$ cat config.mk
export PLATFORM = sky130hd
export DESIGN_NAME = debounce_multi
export DESIGN_NICKNAME = d
export VERILOG_FILES = /design/src/rtl/debounce_multi.sv
export SDC_FILE = /design/constraint.sdc
export NUM_CORES = 1
export LEC_CHECK = 0
export CORE_MARGIN = 4
export CORE_UTILIZATION = 45
export DETAILED_ROUTE_END_ITERATION = 12
export PLACE_DENSITY = 0.66
export SKIP_LAST_GASP = 1
export SLEW_MARGIN = 20
export SYNTH_ARGS = -nofsm -noshare
export SYNTH_HDL_FRONTEND = slang
export SYNTH_SLANG_ARGS = --single-unit
$ cat constraint.sdc
create_clock -name clk -period 2.5 [get_ports clk]
set_input_delay 0.5 -clock clk [delete_from_list [all_inputs] [get_ports clk]]
set_output_delay 0.5 -clock clk [all_outputs]
set_load 0.1 [all_outputs]
$ cat src/rtl/debounce_multi.sv
// Multi-channel debouncer: shared sample prescaler, per-channel synchronizer, stability filter
// and edge pulses. Define DEBOUNCE_MULTI_LONGPRESS_EN to build the long-press detector.
module debounce_multi #(
  parameter int unsigned N_CH       = 4,
  parameter int unsigned DIV_WIDTH  = 21,
  parameter int unsigned N_DIVIDE   = 2000000,
  parameter int unsigned STABLE_CNT = 3,
  parameter int unsigned LONG_CNT   = 100
) (
  input  logic            clk,
  input  logic            rst,
  input  logic [N_CH-1:0] in,
  output logic [N_CH-1:0] level,
  output logic [N_CH-1:0] q_rise,
  output logic [N_CH-1:0] q_fall,
  output logic [N_CH-1:0] q_long,
  output logic            tick
);

  localparam int unsigned SW = $clog2(STABLE_CNT + 1);
  localparam logic [DIV_WIDTH-1:0] DivLast  = DIV_WIDTH'(N_DIVIDE - 1);
  localparam logic [SW-1:0]        StabLast = SW'(STABLE_CNT - 1);

  logic [DIV_WIDTH-1:0] div_q;
  logic                 tick_int;
  logic [N_CH-1:0]      sync1_q, sync2_q;
  logic [N_CH-1:0]      level_q;
  logic [N_CH-1:0]      rise_q, fall_q;
  logic [SW-1:0]        stab_q [N_CH];
  logic [N_CH-1:0]      accept;

  assign tick_int = (div_q == DivLast);
  // Gated so the strobe reads 0 during reset even when N_DIVIDE = 1.
  assign tick     = tick_int & ~rst;

  always_comb begin
    accept = '0;
    for (int ch = 0; ch < N_CH; ch++) begin
      accept[ch] = tick_int && (sync2_q[ch] != level_q[ch]) && (stab_q[ch] == StabLast);
    end
  end

  always_ff @(posedge clk) begin
    if (rst) begin
      div_q   <= '0;
      sync1_q <= '0;
      sync2_q <= '0;
      level_q <= '0;
      rise_q  <= '0;
      fall_q  <= '0;
      for (int ch = 0; ch < N_CH; ch++) stab_q[ch] <= '0;
    end else begin
      div_q   <= tick_int ? '0 : div_q + 1'b1;
      sync1_q <= in;
      sync2_q <= sync1_q;
      level_q <= level_q ^ accept;
      rise_q  <= accept & ~level_q;
      fall_q  <= accept & level_q;
      for (int ch = 0; ch < N_CH; ch++) begin
        if (tick_int) begin
          if ((sync2_q[ch] == level_q[ch]) || accept[ch]) stab_q[ch] <= '0;
          else                                             stab_q[ch] <= stab_q[ch] + 1'b1;
        end
      end
    end
  end

  assign level  = level_q;
  assign q_rise = rise_q;
  assign q_fall = fall_q;

`ifdef DEBOUNCE_MULTI_LONGPRESS_EN
  localparam int unsigned HW = $clog2(LONG_CNT + 1);
  localparam logic [HW-1:0] HoldMax  = HW'(LONG_CNT);
  localparam logic [HW-1:0] HoldLast = HW'(LONG_CNT - 1);

  logic [HW-1:0]   hold_q [N_CH];
  logic [N_CH-1:0] long_q;

  // Hold counter saturates at LONG_CNT, so the LONG_CNT-1 crossing happens once per high period.
  always_ff @(posedge clk) begin
    if (rst) begin
      long_q <= '0;
      for (int ch = 0; ch < N_CH; ch++) hold_q[ch] <= '0;
    end else begin
      for (int ch = 0; ch < N_CH; ch++) begin
        long_q[ch] <= tick_int && level_q[ch] && (hold_q[ch] == HoldLast);
        if (!level_q[ch])                          hold_q[ch] <= '0;
        else if (tick_int && hold_q[ch] != HoldMax) hold_q[ch] <= hold_q[ch] + 1'b1;
      end
    end
  end

  assign q_long = long_q;
`else
  assign q_long = '0;
`endif

endmodule
## Yosys cells after proc, flatten, opt, wreduce, memory -nomap -nowiden

Memory sizes are Yosys's and may differ from the RTL's.
Index checks and enable logic that the tools add are counted.

- Output and inout port bits: 17
- Bits in writable memories: 8
- Memories: 1
- Register bits: 41

- Bitwise logic cells: 14
- $add $sub $neg: 5
- Multiplexer cells: 42
- Reduce and logical (&&, ||, !) cells: 13
- Equal/unequal tests: 13

Memories:

| memory | words | bits a word | rd ports | clocked after memory_dff | wr ports | line | text |
|---|---|---|---|---|---|---|---|
| stab_q | 4 | 2 | 4 | 0 | 4 | 29 | `logic [SW-1:0] stab_q [N_CH];` |

Operator list:

| cell | number |
|---|---|
| 2-to-1 mux 1 bit | 34 |
| adder 21 x 1 -> 21 bit, second input constant | 1 |
| equality test 21 bit, second input constant | 1 |
| 2-to-1 mux 2 bit | 8 |
| adder 2 x 1 -> 2 bit, second input constant | 4 |
| AND 4 bit | 2 |
| equality test 2 bit, second input constant | 4 |
| logical AND 1 bit | 8 |
| bitwise OR 1 bit | 8 |
| equality test 1 bit | 4 |
| logical OR 1 bit | 4 |
| inequality test 1 bit | 4 |
| inverter 4 bit | 1 |
| XOR 4 bit | 1 |
| OR reduction 2 bit | 1 |
| AND 1 bit | 1 |
| inverter 1 bit | 1 |

## Logic depth before layout (Yosys ltp)

- Depth in word-level cells: 10
- Depth in mapped cells: 7
- Depth with buffers taken out: 7

## Least setup slack after synthesis

Ideal clock, no wire load.

- Path type: reg2out
- Start: reg div_q[12]
- End: out tick
- Setup slack: -0.029 ns
- Buffers on the path: 0
- Required time: 2.000 ns
- Arrival: 2.029 ns
- Cell stages (with the launch flop): 5
- Cells stage by stage: dfxtp_1 > or4_1 > nor4_1 > nand3_1 > inv_1

- Word-level cells in the longest chain between the ends: 2

Ends and longest elaborated chain:

| what | line | text |
|---|---|---|
| start, declared | 24 | `logic [DIV_WIDTH-1:0] div_q;` |
| start signal, assigned | 53 | `div_q <= tick_int ? '0 : div_q + 1'b1;` |
| equality test 21 bit | 32 | `assign tick_int = (div_q == DivLast);` |
| AND 1 bit | 34 | `assign tick = tick_int & ~rst;` |
| end, declared | 17 | `output logic tick` |

No other way between the ends.

## Worst setup path after layout

Same ends and word-level chain as after synthesis.

==> summary.md <==
The worst hold path terminates at sync2_q[0]$_SDFF_PP0_. The number of cells on the worst hold path is 1, and the worst-skew pair later-pin latency is 0.30 ns. The number of hold-slack violations in the final timing report is 0.

Data arrives at the worst endpoint at 1.94 ns. The logs give 0 for the total inserted antenna cells and 32 for the number of distinct library cells after synthesis. STA puts the critical path data required time at 2.00 ns.

The max-slew violation total from the final report was 0; the maximum number of pins on one net before global-route repair was 26. TritonCTS built the clock tree. The total global routing overflow came out at 0. For this design the static power due to leakage is 0.9541 nW.

The run gives 3.320 mm as the sum of routed wire length over all layers. For the starting DRC count in detailed routing, the log shows 84. In this run the worst hold path is classified as reg -> reg. The floorplan step set the die height to 75.76 um.

STA classifies the critical path endpoint as an output port. In this run the horizontal extent of the chip is 75.76 um. The first-pass GRT wire length came out at 5.409 mm. The wire-length estimate of the detail-placed layout is 2.312 mm. The launch instance of the worst min-delay path was sync1_q[0]$_SDFF_PP0_. In this run the remaining antenna-violating nets after routing total 0. The net count reported at finish came out at 251.

The startpoint identified for the worst register-to-register timing path is div_q[20]$_SDFF_PP0_. The run gives 5739 um^2 as the area of the die. The placed instances occupy a cell area of 2292 um^2. For the post-layout total power, the log shows 1.433 mW.

The startpoint type of the worst setup path was a register. The pre-antenna-repair detailed-routing pass consisted of 4 iterations. Dividing the detail-routed wire length by the instance count gives 11.69 um. Setup violations remaining at the end of the flow were counted as 0. In this run the cell area of the synthesized design comes to 2066 um^2.

The number of warnings issued by yosys came out at 0. For this run, design rule violations remaining after detail routing come to 0. The area growth from synthesis to layout is 19.93%. Counting along the longest clock path gives a buffer depth of 2. For this design the ratio of total power to cell area is 578.6 nW/um^2. The number of clock buffers added by TritonCTS is 5. The clock sink count is 49.

The worst register-to-register path ends at level[0]$_SDFF_PP0_. The cell accounting for the most synthesized area is dfxtp_1. Number of antenna violations at the first check in global routing: 0.

The portion of the clock cycle consumed by the worst path in the final layout is 97.46%. For this configuration, the core starts out at a cell density of 47.12%. The worst vdd rail ir drop came out at 406.3 uV. Detailed routing inserted a total of 1423 vias. The tools report the maximum operating frequency as 0.4104 GHz. On the final layout, the worst clock skew is 0.009052 ns.

Routability-driven placement finished with a final weighted congestion of 0.6656. The mean instance size in the synthesized netlist came out at 10.03 um^2. The tools report the hold-fix buffer count after cts as 0. The flow ran to the end, and the final reports show no timing, DRC or antenna violations.

For the area of the core, the log shows 4384 um^2. Number of storage elements in the synthesis netlist: 49. The number of cells on the worst reg-to-reg path is 7. The clock transition time at the flip-flop clock pins of the worst setup and hold paths works out to 0.09 ns. The setup slack of the worst register-to-register path was 0.33 ns. The kind of critical path is reg -> out. The post-layout minimum cycle time was 2.437 ns; the total global routing track utilization was 12.48%.

After synthesis, the cell types taking the most area are dfxtp_1 (40%), edfxtp_1 (12%), ha_1 (7.9%), xnor2_1 (5.1%), nor2b_1 (4.8%). Clock tree synthesis selected as its root buffer the cell clkbuf_8. In this run the count of I/O pins placed on the die edge is 23. Count of input and output buffers: 18. Largest fanout on the critical path: 4.

The via count of the first global-routing pass is 1249. The tool flagged a number of max-cap violations equal to 0. The number of standard cells after synthesis was 206. The clock tree synthesis step divided the H-tree into 2 levels. Number of rows created at floorplan: 24.

Fraction of layout instances using a drive strength above 1: 18.53%. Sequential elements use 51.36% of the synthesized area. Using the TritonRoute via totals, the vias-per-cell ratio works out to 5.011. The area share of the largest cell type after synthesis came out at 39.73%. Setup TNS: 0 ns. The run gives 2477 um^2 as the final instance area.
## cells by family after synthesis
group / count (synthesis) / synth area share, %
compound gates: 18 / 4.906
other cells: 1 / 0.1815
flops: 49 / 51.36
xor+xnor: 14 / 5.936
fa+ha+maj: 13 / 7.874
simple gates: 86 / 24.29
buf+inv: 25 / 5.451
## final cells by class
type / instances / area (um^2)
sequential: 49 / 1070
inverter: 15 / 60.06
multi-input combinational: 135 / 945.9
fill: 403 / 1907
clock inverter: 2 / 35.03
timing repair buffer: 26 / 232.7
tap: 52 / 65.06
clock buffer: 5 / 68.82
## per-stage QoR
step | instances | hold WS (ns) | utilization [%] | worst slack [ns]
after floorplan | 209 | 0.4138 | - | 0.1587
after global placement | 273 | 0.4185 | 52.28 | 0.2366
after detailed placement | 273 | 0.4223 | 52.28 | 0.1840
after CTS | 280 | 0.4428 | 54.94 | 0.001026
after global routing | 284 | 0.4561 | 56.51 | -0.004044
final | 284 | 0.4385 | 56.51 | 0.06342
## worst max path at each step
stage	slack [ns]	to	from
floorplan	0.16	tick	div_q[12]$_SDFF_PP0_
global placement	0.24	tick	div_q[20]$_SDFF_PP0_
detailed placement	0.18	tick	div_q[20]$_SDFF_PP0_
CTS	0.001	tick	div_q[12]$_SDFF_PP0_
global route	-0.004	tick	div_q[12]$_SDFF_PP0_
finish	0.06	tick	div_q[12]$_SDFF_PP0_
## placed cells by master, fill, tap and decap left out, types with 2 or more instances in the layout
| master | instances |
|---|---|
| o31ai_1 | 2 |
| clkdlybuf4s50_1 | 5 |
| dfxtp_2 | 4 |
| nand4_1 | 2 |
| and3b_1 | 4 |
| nand2_1 | 9 |
| buf_12 | 2 |
| nor4_4 | 2 |
| or3_1 | 6 |
| nand3_1 | 5 |
| o21ai_0 | 6 |
| conb_1 | 4 |
| xor2_1 | 2 |
| ha_1 | 13 |
| nor4_1 | 9 |
| a21oi_1 | 8 |
| or4_1 | 3 |
| inv_1 | 14 |
| dfxtp_1 | 36 |
| buf_4 | 19 |
| nor2b_1 | 16 |
| nor2_1 | 18 |
| xnor2_1 | 12 |
| nor3_1 | 3 |
| edfxtp_1 | 8 |
| clkbuf_8 | 5 |
| nand3_2 | 2 |
| or4_4 | 2 |
## power by group
group | internal (mW) | switching, mW
logic | 0.0229 | 0.0504
registers | 0.813 | 0.00738
clock network | 0.291 | 0.249
total | 1.13 | 0.307
## sequential cells by signal, summed over array words and instances (netlist names)
register  flops
sync2_q       4
div_q        21
stab_q        8
level         4
q_fall        4
q_rise        4
sync1_q       4
## metal layers
metal,GRT usage [%],share of wire (%),vias to the layer above
li1,-,-,748
met2,19.77,47,14
met5,0,0,-
met4,5.243,1.8,0
met3,4.354,3.3,7
met1,15.40,48,654
## what timing repair did
action / CTS / global route
setup endpoints to repair: 1 / 1
endpoints found under the hold margin: 0 / 0
gates resized for setup: 2 / 11
buffers inserted: 0 / 4
pin swaps: 0 / 4
## cells in the mapped netlist (all sizes together)
| cell type | n |
|---|---|
| and3 | 1 |
| or4 | 5 |
| nand3 | 8 |
| dfxtp | 41 |
| nor3 | 3 |
| and4 | 1 |
| nand2 | 9 |
| o31ai | 2 |
| buf | 7 |
| nor2 | 18 |
| nor4 | 11 |
| or4bb | 1 |
| nor2b | 16 |
| or3 | 6 |
| ha | 13 |
| inv | 15 |
| clkbuf | 3 |
| a21o | 1 |
| nand4 | 2 |
| o21ai | 6 |
| and2 | 1 |
| xor2 | 2 |
| xnor2 | 12 |
| edfxtp | 8 |
| and3b | 4 |
| a21oi | 9 |
| conb | 1 |
## critical path: stages (launching register included)
cell	delay, ns
dfxtp_4	0.36
or4_4	0.54
nor4_4	0.30
nand3_2	0.15
clkinvlp_4	0.11
buf_12	0.16
(Power assumes the default switching activity.)
